$ cat src/rtl/sat_base_pkg.sv
// Shared encodings for the per-bin variable store and its clause interface.
// Field layouts: frombase {val[1:0], implied}, tobase {imp_valid, imp_value, cflt}.
package sat_base_pkg;
   localparam int VAL_W   = 2;
   localparam int FIELD_W = 3;

   localparam logic [VAL_W-1:0] VAL_FREE  = 2'b00;
   localparam logic [VAL_W-1:0] VAL_FALSE = 2'b01;
   localparam logic [VAL_W-1:0] VAL_TRUE  = 2'b10;

   localparam int TB_IMP_VALID = 2;
   localparam int TB_IMP_VALUE = 1;
   localparam int TB_CFLT      = 0;

   typedef enum logic [1:0] {
      ST_IDLE      = 2'd0,
      ST_PROPAGATE = 2'd1,
      ST_BACKTRACK = 2'd2
   } state_t;
endpackage

$ cat src/rtl/var_imp_merge.sv
// OR-reduces one variable's tobase fields over all clauses into req_t/req_f/cflt.
// Purely combinational, zero latency, no flow control.
module var_imp_merge
   import sat_base_pkg::*;
#(
   parameter int NUM_CLAUSES = 8
) (
   input  logic [NUM_CLAUSES*FIELD_W-1:0] fields,
   output logic                           req_t,
   output logic                           req_f,
   output logic                           cflt
);

   always_comb begin
      req_t = 1'b0;
      req_f = 1'b0;
      cflt  = 1'b0;
      for (int c = 0; c < NUM_CLAUSES; c++) begin
         req_t = req_t | (fields[c*FIELD_W+TB_IMP_VALID] &  fields[c*FIELD_W+TB_IMP_VALUE]);
         req_f = req_f | (fields[c*FIELD_W+TB_IMP_VALID] & ~fields[c*FIELD_W+TB_IMP_VALUE]);
         cflt  = cflt  |  fields[c*FIELD_W+TB_CFLT];
      end
   end

endmodule

$ cat src/rtl/var_state_base.sv
// Per-bin variable store: decide, one-cycle-per-wave propagation, backtrack.
// Outputs pulse combinationally in the final busy cycle; requests while busy are dropped.
module var_state_base
   import sat_base_pkg::*;
#(
   parameter int NUM_VARS_A_BIN = 8,
   parameter int NUM_CLAUSES    = 8,
   parameter int LVL_W          = 5,
   parameter int IDX_W          = 3
) (
   input  logic                                      clk,
   input  logic                                      rst,
   input  logic                                      start_i,
   input  logic [IDX_W-1:0]                          decision_var_i,
   input  logic                                      decision_value_i,
   input  logic [LVL_W-1:0]                          decision_level_i,
   input  logic                                      bkt_i,
   input  logic [LVL_W-1:0]                          bkt_level_i,
   input  logic [NUM_CLAUSES*NUM_VARS_A_BIN*FIELD_W-1:0] var_value_tobase_i,
   output logic [NUM_VARS_A_BIN*FIELD_W-1:0]         var_value_frombase_o,
   output logic                                      apply_backtrack_o,
   output logic                                      busy_o,
   output logic                                      done_o,
   output logic                                      conflict_o,
   output logic [IDX_W-1:0]                          conflict_var_o
);

   state_t                    state_q;
   logic [VAL_W-1:0]          val_q [NUM_VARS_A_BIN];
   logic [NUM_VARS_A_BIN-1:0] imp_q;
   logic [LVL_W-1:0]          lvl_q [NUM_VARS_A_BIN];
   logic [LVL_W-1:0]          cur_level_q;
   logic [LVL_W-1:0]          bkt_level_q;

   logic [NUM_VARS_A_BIN-1:0] req_t;
   logic [NUM_VARS_A_BIN-1:0] req_f;
   logic [NUM_VARS_A_BIN-1:0] clause_cflt;
   logic [NUM_VARS_A_BIN-1:0] var_cflt;
   logic [NUM_VARS_A_BIN-1:0] new_asg;
   logic [IDX_W-1:0]          cflt_idx;
   logic                      any_cflt;
   logic                      in_prop;

   for (genvar v = 0; v < NUM_VARS_A_BIN; v++) begin : g_var
      logic [NUM_CLAUSES*FIELD_W-1:0] fields;

      for (genvar c = 0; c < NUM_CLAUSES; c++) begin : g_clause
         assign fields[c*FIELD_W +: FIELD_W] =
            var_value_tobase_i[(c*NUM_VARS_A_BIN+v)*FIELD_W +: FIELD_W];
      end

      var_imp_merge #(.NUM_CLAUSES(NUM_CLAUSES)) u_merge (
         .fields (fields),
         .req_t  (req_t[v]),
         .req_f  (req_f[v]),
         .cflt   (clause_cflt[v])
      );

      assign var_cflt[v] = clause_cflt[v]
                         | (req_t[v] & req_f[v])
                         | (req_t[v] & (val_q[v] == VAL_FALSE))
                         | (req_f[v] & (val_q[v] == VAL_TRUE));
      assign new_asg[v]  = (val_q[v] == VAL_FREE) & (req_t[v] | req_f[v]);

      assign var_value_frombase_o[v*FIELD_W +: FIELD_W] = {val_q[v], imp_q[v]};
   end

   // Descending scan so the lowest conflicting index is the one left standing.
   always_comb begin
      cflt_idx = '0;
      for (int v = NUM_VARS_A_BIN - 1; v >= 0; v--) begin
         if (var_cflt[v]) cflt_idx = IDX_W'(v);
      end
   end

   assign any_cflt          = |var_cflt;
   assign in_prop           = (state_q == ST_PROPAGATE);
   assign busy_o            = (state_q != ST_IDLE);
   assign apply_backtrack_o = (state_q == ST_BACKTRACK);
   assign conflict_o        = in_prop & any_cflt;
   assign done_o            = in_prop & ~any_cflt & ~(|new_asg);
   assign conflict_var_o    = conflict_o ? cflt_idx : '0;

   always_ff @(posedge clk) begin
      if (!rst) begin
         state_q     <= ST_IDLE;
         imp_q       <= '0;
         cur_level_q <= '0;
         bkt_level_q <= '0;
         for (int v = 0; v < NUM_VARS_A_BIN; v++) begin
            val_q[v] <= VAL_FREE;
            lvl_q[v] <= '0;
         end
      end else begin
         case (state_q)
            ST_IDLE: begin
               if (bkt_i) begin
                  bkt_level_q <= bkt_level_i;
                  state_q     <= ST_BACKTRACK;
               end else if (start_i) begin
                  val_q[decision_var_i] <= decision_value_i ? VAL_TRUE : VAL_FALSE;
                  imp_q[decision_var_i] <= 1'b0;
                  lvl_q[decision_var_i] <= decision_level_i;
                  cur_level_q           <= decision_level_i;
                  state_q               <= ST_PROPAGATE;
               end
            end
            ST_PROPAGATE: begin
               if (any_cflt || !(|new_asg)) begin
                  state_q <= ST_IDLE;
               end else begin
                  for (int v = 0; v < NUM_VARS_A_BIN; v++) begin
                     if (new_asg[v]) begin
                        val_q[v] <= req_t[v] ? VAL_TRUE : VAL_FALSE;
                        imp_q[v] <= 1'b1;
                        lvl_q[v] <= cur_level_q;
                     end
                  end
               end
            end
            ST_BACKTRACK: begin
               for (int v = 0; v < NUM_VARS_A_BIN; v++) begin
                  if (lvl_q[v] > bkt_level_q) begin
                     val_q[v] <= VAL_FREE;
                     imp_q[v] <= 1'b0;
                     lvl_q[v] <= '0;
                  end
               end
               state_q <= ST_IDLE;
            end
            default: state_q <= ST_IDLE;
         endcase
      end
   end

endmodule

$ cat config.mk
export PLATFORM = sky130hd
export DESIGN_NAME = var_state_base
export DESIGN_NICKNAME = d
export VERILOG_FILES = /design/src/rtl/sat_base_pkg.sv /design/src/rtl/var_imp_merge.sv /design/src/rtl/var_state_base.sv
export SDC_FILE = /design/constraint.sdc
export NUM_CORES = 1
export LEC_CHECK = 0
export CAP_MARGIN = 20
export CORE_MARGIN = 2
export CORE_UTILIZATION = 45
export DETAILED_ROUTE_END_ITERATION = 8
export GPL_TIMING_DRIVEN = 0
export PLACE_DENSITY_LB_ADDON = 0.08
export RECOVER_POWER = 25
export SETUP_SLACK_MARGIN = 0.1
export SYNTH_ARGS = -nofsm -noshare
export SYNTH_HDL_FRONTEND = slang
export SYNTH_SLANG_ARGS = --single-unit
$ cat constraint.sdc
create_clock -name clk -period 4.6 [get_ports clk]
set_clock_uncertainty 0.1 [all_clocks]
set_input_delay 0.92 -clock clk [delete_from_list [all_inputs] [get_ports clk]]
set_output_delay 0.92 -clock clk [all_outputs]
set_load 0.1 [all_outputs]
==> results of run 1 <==
[power by group through the flow]
stage / Sequential, mW / Clock (mW) / Combinational (mW)
global placement: 0.840 / 0 / 0.773
global route: 0.831 / 0.715 / 0.886
floorplan: 0.972 / 0 / 0.318
CTS: 0.826 / 0.686 / 0.793
finish: 0.826 / 0.696 / 0.824
detailed placement: 0.841 / 0 / 0.786
[repair_timing]
action | 4_1_cts | 5_1_grt
resized for setup | 32 | 53
setup endpoints to repair | 5 | 19
pin swaps | 7 | 24
setup buffers | 6 | 15
[registers in the layout (all words and copies together), names as in the netlist]
signal	cells
lvl_q	40
val_q	16
imp_q	8
bkt_level_q	5
cur_level_q	5
state_q	2
[stage by stage]
step                      worst slack (ns)  utilization  hold slack, ns  TNS (ns)  area, sq um
after CTS                          0.00563        0.682           0.358         0         9070
after global placement               -1.41        0.656           0.344     -4.03         8720
after global routing               -0.0126        0.711           0.384   -0.0126         9450
after detailed placement             -1.37        0.656           0.350     -4.73         8720
final                                0.156        0.711           0.355         0         9450
after floorplan                     -0.477            -           0.336    -0.477         6170
[area by class of cell]
class | instances | area (sq um)
tap | 176 | 220
fill | 1066 | 3850
sequential | 76 | 2080
multi-input combinational | 574 | 3940
clock buffer | 9 | 225
buffer | 23 | 88.8
clock inverter | 7 | 57.6
inverter | 79 | 297
timing repair buffer | 255 | 2540
[cell families (layout without fill, tap and decap cells)]
| group | count (synthesis) | in the layout | share of synthesized area |
|---|---|---|---|
| compound gates | 241 | 241 | 0.275 |
| mux | 4 | 4 | 0.00650 |
| fa+ha+maj | 44 | 44 | 0.0894 |
| buf+inv | 102 | 373 | 0.0626 |
| simple gates | 285 | 285 | 0.229 |
| flops | 76 | 76 | 0.338 |
[synth_stat cells (all sizes together), types with 2 or more instances]
cell type / count / area, sq um
nand2: 93 / 349
inv: 78 / 293
edfxtp: 56 / 1680
nor2: 56 / 210
o21ai: 51 / 255
ha: 44 / 551
a22oi: 37 / 278
nand2b: 37 / 231
a21oi: 36 / 180
clkbuf: 20 / 75.1
dfxtp: 20 / 400
nand3: 20 / 100
o22ai: 20 / 125
nor4: 19 / 119
nand4: 16 / 100
nor3: 16 / 91.3
o2111ai: 13 / 126
a22o: 12 / 105
a31oi: 11 / 68.8
o31ai: 10 / 85.1
o41ai: 9 / 78.8
o21a: 8 / 60.1
and3: 7 / 43.8
nor2b: 7 / 43.8
o211a: 6 / 60.1
mux2i: 4 / 40.0
o211ai: 4 / 30.0
o32ai: 4 / 57.6
or3: 4 / 30.0
a21boi: 3 / 22.5
a221o: 3 / 30.0
buf: 3 / 13.8
o221a: 3 / 33.8
or2: 3 / 18.8
a31o: 2 / 17.5
o21bai: 2 / 15.0
o311ai: 2 / 17.5
or4b: 2 / 23.8
[worst max-delay path, cell delays in order]
cell	delay, ns
clkdlybuf4s50_1	0.49
nand2b_1	0.12
o2111ai_1	0.15
nor3_1	0.32
o21ai_2	0.17
or4b_4	0.57
nor3_4	0.17
inv_2	0.08
nor3_4	0.22
buf_12	0.21
[how the worst max path moves through the flow]
stage / depth (start not counted) / slack (ns) / end
floorplan: 8 / -0.48 / done_o
global placement: 10 / -1.41 / done_o
detailed placement: 10 / -1.37 / done_o
CTS: 10 / 0.006 / done_o
global route: 10 / -0.01 / done_o
finish: 10 / 0.16 / done_o
[routing by layer]
metal / share of wire / vias up / GRT usage
li1: - / 3375 / -
met1: 0.37 / 3290 / 0.320
met2: 0.51 / 377 / 0.503
met3: 0.098 / 46 / 0.0564
met4: 0.021 / 0 / 0.0828
met5: 0 / - / 0
==> qor.csv, run 1 <==
metric;value;unit
syn_inst;752;
critPathKind;in2out;
die_width;121;um
gp_congestion;0.900;
via_count;7088;
startpoint;var_value_tobase_i[166];
hold_path_class;reg2reg;
worstSkewPairLatency;0.34;ns
ant_nets;0;
synthToLayoutAreaGrowth;53.4;%
total_power;2.35;mW
synth.cell_area;0.00616;sq mm
pin_count;241;
drt_iter0_drc;583;
switchingPower;0.837;mW
drv_cap;0;
whs_path_depth;2;
syn_avg_cell_area;8.19;sq um
clockBufferDepth;2;
die_h;121;um
ys_ff_latch;76;
cts_tree;done;
status;completed;
swShare;0.357;
first_global_vias;6652;
end_kind;output port;
worstHoldEndpoint;bkt_level_q[2];
ys.flop_type;edfxtp_1;
powerDensity;248;mW/mm^2
yosysSeqAreaShare;0.338;
arrival;3.42;ns
gr-total-overflow;0;
p_leak;3.89;nW
htreeDepth;3;
routed_wl;21.7;mm
initial_core_util;0.463;
antenna_found_initial;0;
most-common-layout-cells;184 x clkdlybuf4s50_1, 93 x nand2_1, 75 x inv_1, 56 x edfxtp_1, 55 x nor2_1;
port_buffers;233;
layout-drive-gt1-share;0.0919;
power_frac_comb;0.351;
viasPerCell;5.91;
core-area;0.0133;sq mm
synth-edff-count;56;
clk_pin_slew;0.06;ns
rr_startpoint;state_q[0];
power.internal;1.51;mW
max_freq;225;MHz
post_drt_wl_per_cell;18.1;um
setup_violations;0;
seqPwrFrac;0.352;
final_common_cell;clkdlybuf4s50_1;
antenna_cells;0;
grt_max_degree;16;
slew_headroom;0.281;
cts_hold_buf;0;
nNetsFinal;1272;
reg2reg_slack;0.94;ns
die_area;0.0146;sq mm
drc_errors;0;
fin_crit_sh;0.966;
r2r-end;lvl_q[2][4];
cts_buffers;9;
grt_pass1_wl;31.8;mm
dr.pass1.iters;6;
slew_violations;0;
synth.distinct_cells;60;
reg2regPathDepth;9;
hold_violations;0;
syn_nets;1006;
peakVddDrop;213;uV
hp-start;bkt_level_q[2];
grtUsageTotal;0.275;
crit_path_max_fanout;4;
dp_hpwl;16.9;mm
async_flop_share;0;
startpoint_type;input port;
dp_cells;1161;
p_clk_frac;0.297;
cts.sinks;76;
instances_no_fill;1199;
root_buffer;clkbuf_16;
crit_required;3.58;ns
period_minus_slack;4.44;ns
ys_warn_count;0;
worstMarginPinSlew;1.07;ns
fp-row-count;42;
No activity file was read; power rests on OpenSTA's default activity.
==> run 2: changes to the inputs <==
--- a/config.mk
+++ b/config.mk
@@ -15,4 +15,5 @@
 export SETUP_SLACK_MARGIN = 0.1
 export SYNTH_ARGS = -nofsm -noshare
 export SYNTH_HDL_FRONTEND = slang
+export SYNTH_HIERARCHICAL = 1
 export SYNTH_SLANG_ARGS = --single-unit
==> qor.csv, run 2 <==
metric;value;unit
status;completed;
max_freq;222;MHz
reg_top3;lvl_q x40, val_q x16, imp_q x8;
synth.cell_area;0.00609;sq mm
pin_count;241;
whs;0.355;ns
die_h;120;um
seqPwrFrac;0.349;
period_minus_slack;4.51;ns
synth-edff-count;56;
clockBufferDepth;2;
drc_errors;0;
worstMarginPinSlew;1.15;ns
final_common_cell;clkdlybuf4s50_1;
cts.sinks;76;
syn_nets;988;
layout-drive-gt1-share;0.0812;
power.internal;1.55;mW
tns;0;ns
ys.flop_type;edfxtp_1;
powerDensity;259;mW/mm^2
largest-register;lvl_q;
crit_path_max_fanout;10;
rsz0062_at_grt;false;
setup_violations;0;
worstSkewPairLatency;0.35;ns
power_frac_comb;0.347;
root_buffer;clkbuf_16;
ant_nets;0;
routed_wl;21.3;mm
yosysSeqAreaShare;0.342;
first_global_vias;6458;
yosys-top-cells-area;edfxtp_1 28%, ha_1 9.0%, dfxtp_1 6.6%;
startpoint_type;input port;
place_ws;-1.42;ns
most-common-layout-cells;189 x clkdlybuf4s50_1, 98 x inv_1, 97 x nand2_1, 56 x edfxtp_1, 45 x o21ai_0;
synth.distinct_cells;59;
initial_core_util;0.460;
grtUsageTotal;0.289;
crit_required;3.58;ns
grt_max_degree;16;
arrival;3.49;ns
p_clk_frac;0.305;
antenna_cells;0;
htreeDepth;3;
end_kind;output port;
gr-total-overflow;0;
die_width;120;um
ys_ff_latch;76;
critPathKind;in2out;
dp_hpwl;17.1;mm
swShare;0.351;
drt_iter0_drc;541;
async_flop_share;0;
yosysMostFrequentCell;inv_1;
slew_headroom;0.225;
fp-row-count;42;
die_area;0.0145;sq mm
clk_pin_slew;0.06;ns
yosys.area.top_type;edfxtp_1;
port_buffers;231;
cts_tree;done;
hold_path_class;reg2reg;
gp_congestion;0.961;
fin_crit_sh;0.980;
synth_top_cell_area_share;0.276;
post_drt_wl_per_cell;18.1;um
syn_inst;734;
largest_reg_flops;40;
p_leak;3.86;nW
slew_violations;0;
ys_warn_count;6;
viasPerCell;5.84;
syn_avg_cell_area;8.29;sq um
ys_top_cells_by_count;98 x inv_1, 97 x nand2_1, 56 x edfxtp_1;
nNetsFinal;1246;
peakVddDrop;185;uV
worst_slack;0.0920;ns
antenna_found_initial;0;
via_count;6856;
grt_pass1_wl;32.5;mm
dr.pass1.iters;6;
switchingPower;0.838;mW
core-area;0.0132;sq mm
synthToLayoutAreaGrowth;51.4;%
cts_buffers;9;
hold_violations;0;
drv_cap;0;
run 2: power by group through the flow:
stage / Sequential (mW) / Clock, mW / Combinational (mW)
5_1_grt: 0.839 / 0.749 / 0.888
4_1_cts: 0.833 / 0.726 / 0.818
6_report: 0.833 / 0.728 / 0.828
2_1_floorplan: 0.988 / 0 / 0.327
3_5_place_dp: 0.847 / 0 / 0.813
3_3_place_gp: 0.845 / 0 / 0.800
run 2: layout make-up:
cell class	instances	area [sq um]
fillers	1082	4030
multi-input cells	531	3630
repair buffers	247	2480
flip-flops and latches	76	2080
inverters	99	372
clock buffers	10	250
well taps	176	220
plain buffers	28	126
clock inverters	6	51.3
run 2: routing by layer:
metal / track usage / wire length [um]
met5: 0 / 0
met4: 0.0872 / 454
met3: 0.0618 / 1760
met2: 0.525 / 11000
met1: 0.341 / 8110
run 2: cell families (layout without fill, tap and decap cells):
logic type,after synthesis,count (layout),synth area share
AND/OR/NAND/NOR,242,242,0.202
buffers and inverters,127,390,0.0802
AO/OA/AOI/OAI,245,245,0.285
flip-flops,76,76,0.342
adder cells (fa/ha/maj),44,44,0.0904
run 2: worst max-delay path: stages:
cell and delay (ns):
clkdlybuf4s50_1 0.48, o22ai_1 0.10, or4_4 0.58, or2_2 0.34, a22oi_1 0.24, and4_1 0.24, buf_4 0.18, and3_4 0.22
buf_12 0.17
run 2: worst paths after layout:
| check | from | end | slack, ns | depth (start not counted) |
|---|---|---|---|---|
| hold reg to reg | bkt_level_q[2] | bkt_level_q[2] | 0.35 | 2 |
| setup / recovery | var_value_tobase_i[67] | done_o | 0.09 | 9 |
| setup reg to reg | state_q[0] | lvl_q[6][1] | 0.79 | 10 |
| hold / removal | bkt_level_q[2] | bkt_level_q[2] | 0.35 | 2 |
run 2: repair_timing:
action                                  4_1_cts  5_1_grt
pin swaps                                     7        9
hold buffers                                  0        0
gates resized for setup                      34       47
setup buffers                                 7        6
endpoints found under the setup margin       40       19
cloned                                        0        0
run 2: stage by stage:
step | total power, mW | area, sq um | std cells | utilization
3_3_place_gp | 1.65 | 8630 | 1141 | 0.652
6_report | 2.39 | 9220 | 1173 | 0.696
5_1_grt | 2.48 | 9220 | 1173 | 0.696
2_1_floorplan | 1.32 | 6100 | 734 | -
3_5_place_dp | 1.66 | 8640 | 1142 | 0.652
4_1_cts | 2.38 | 9010 | 1165 | 0.680
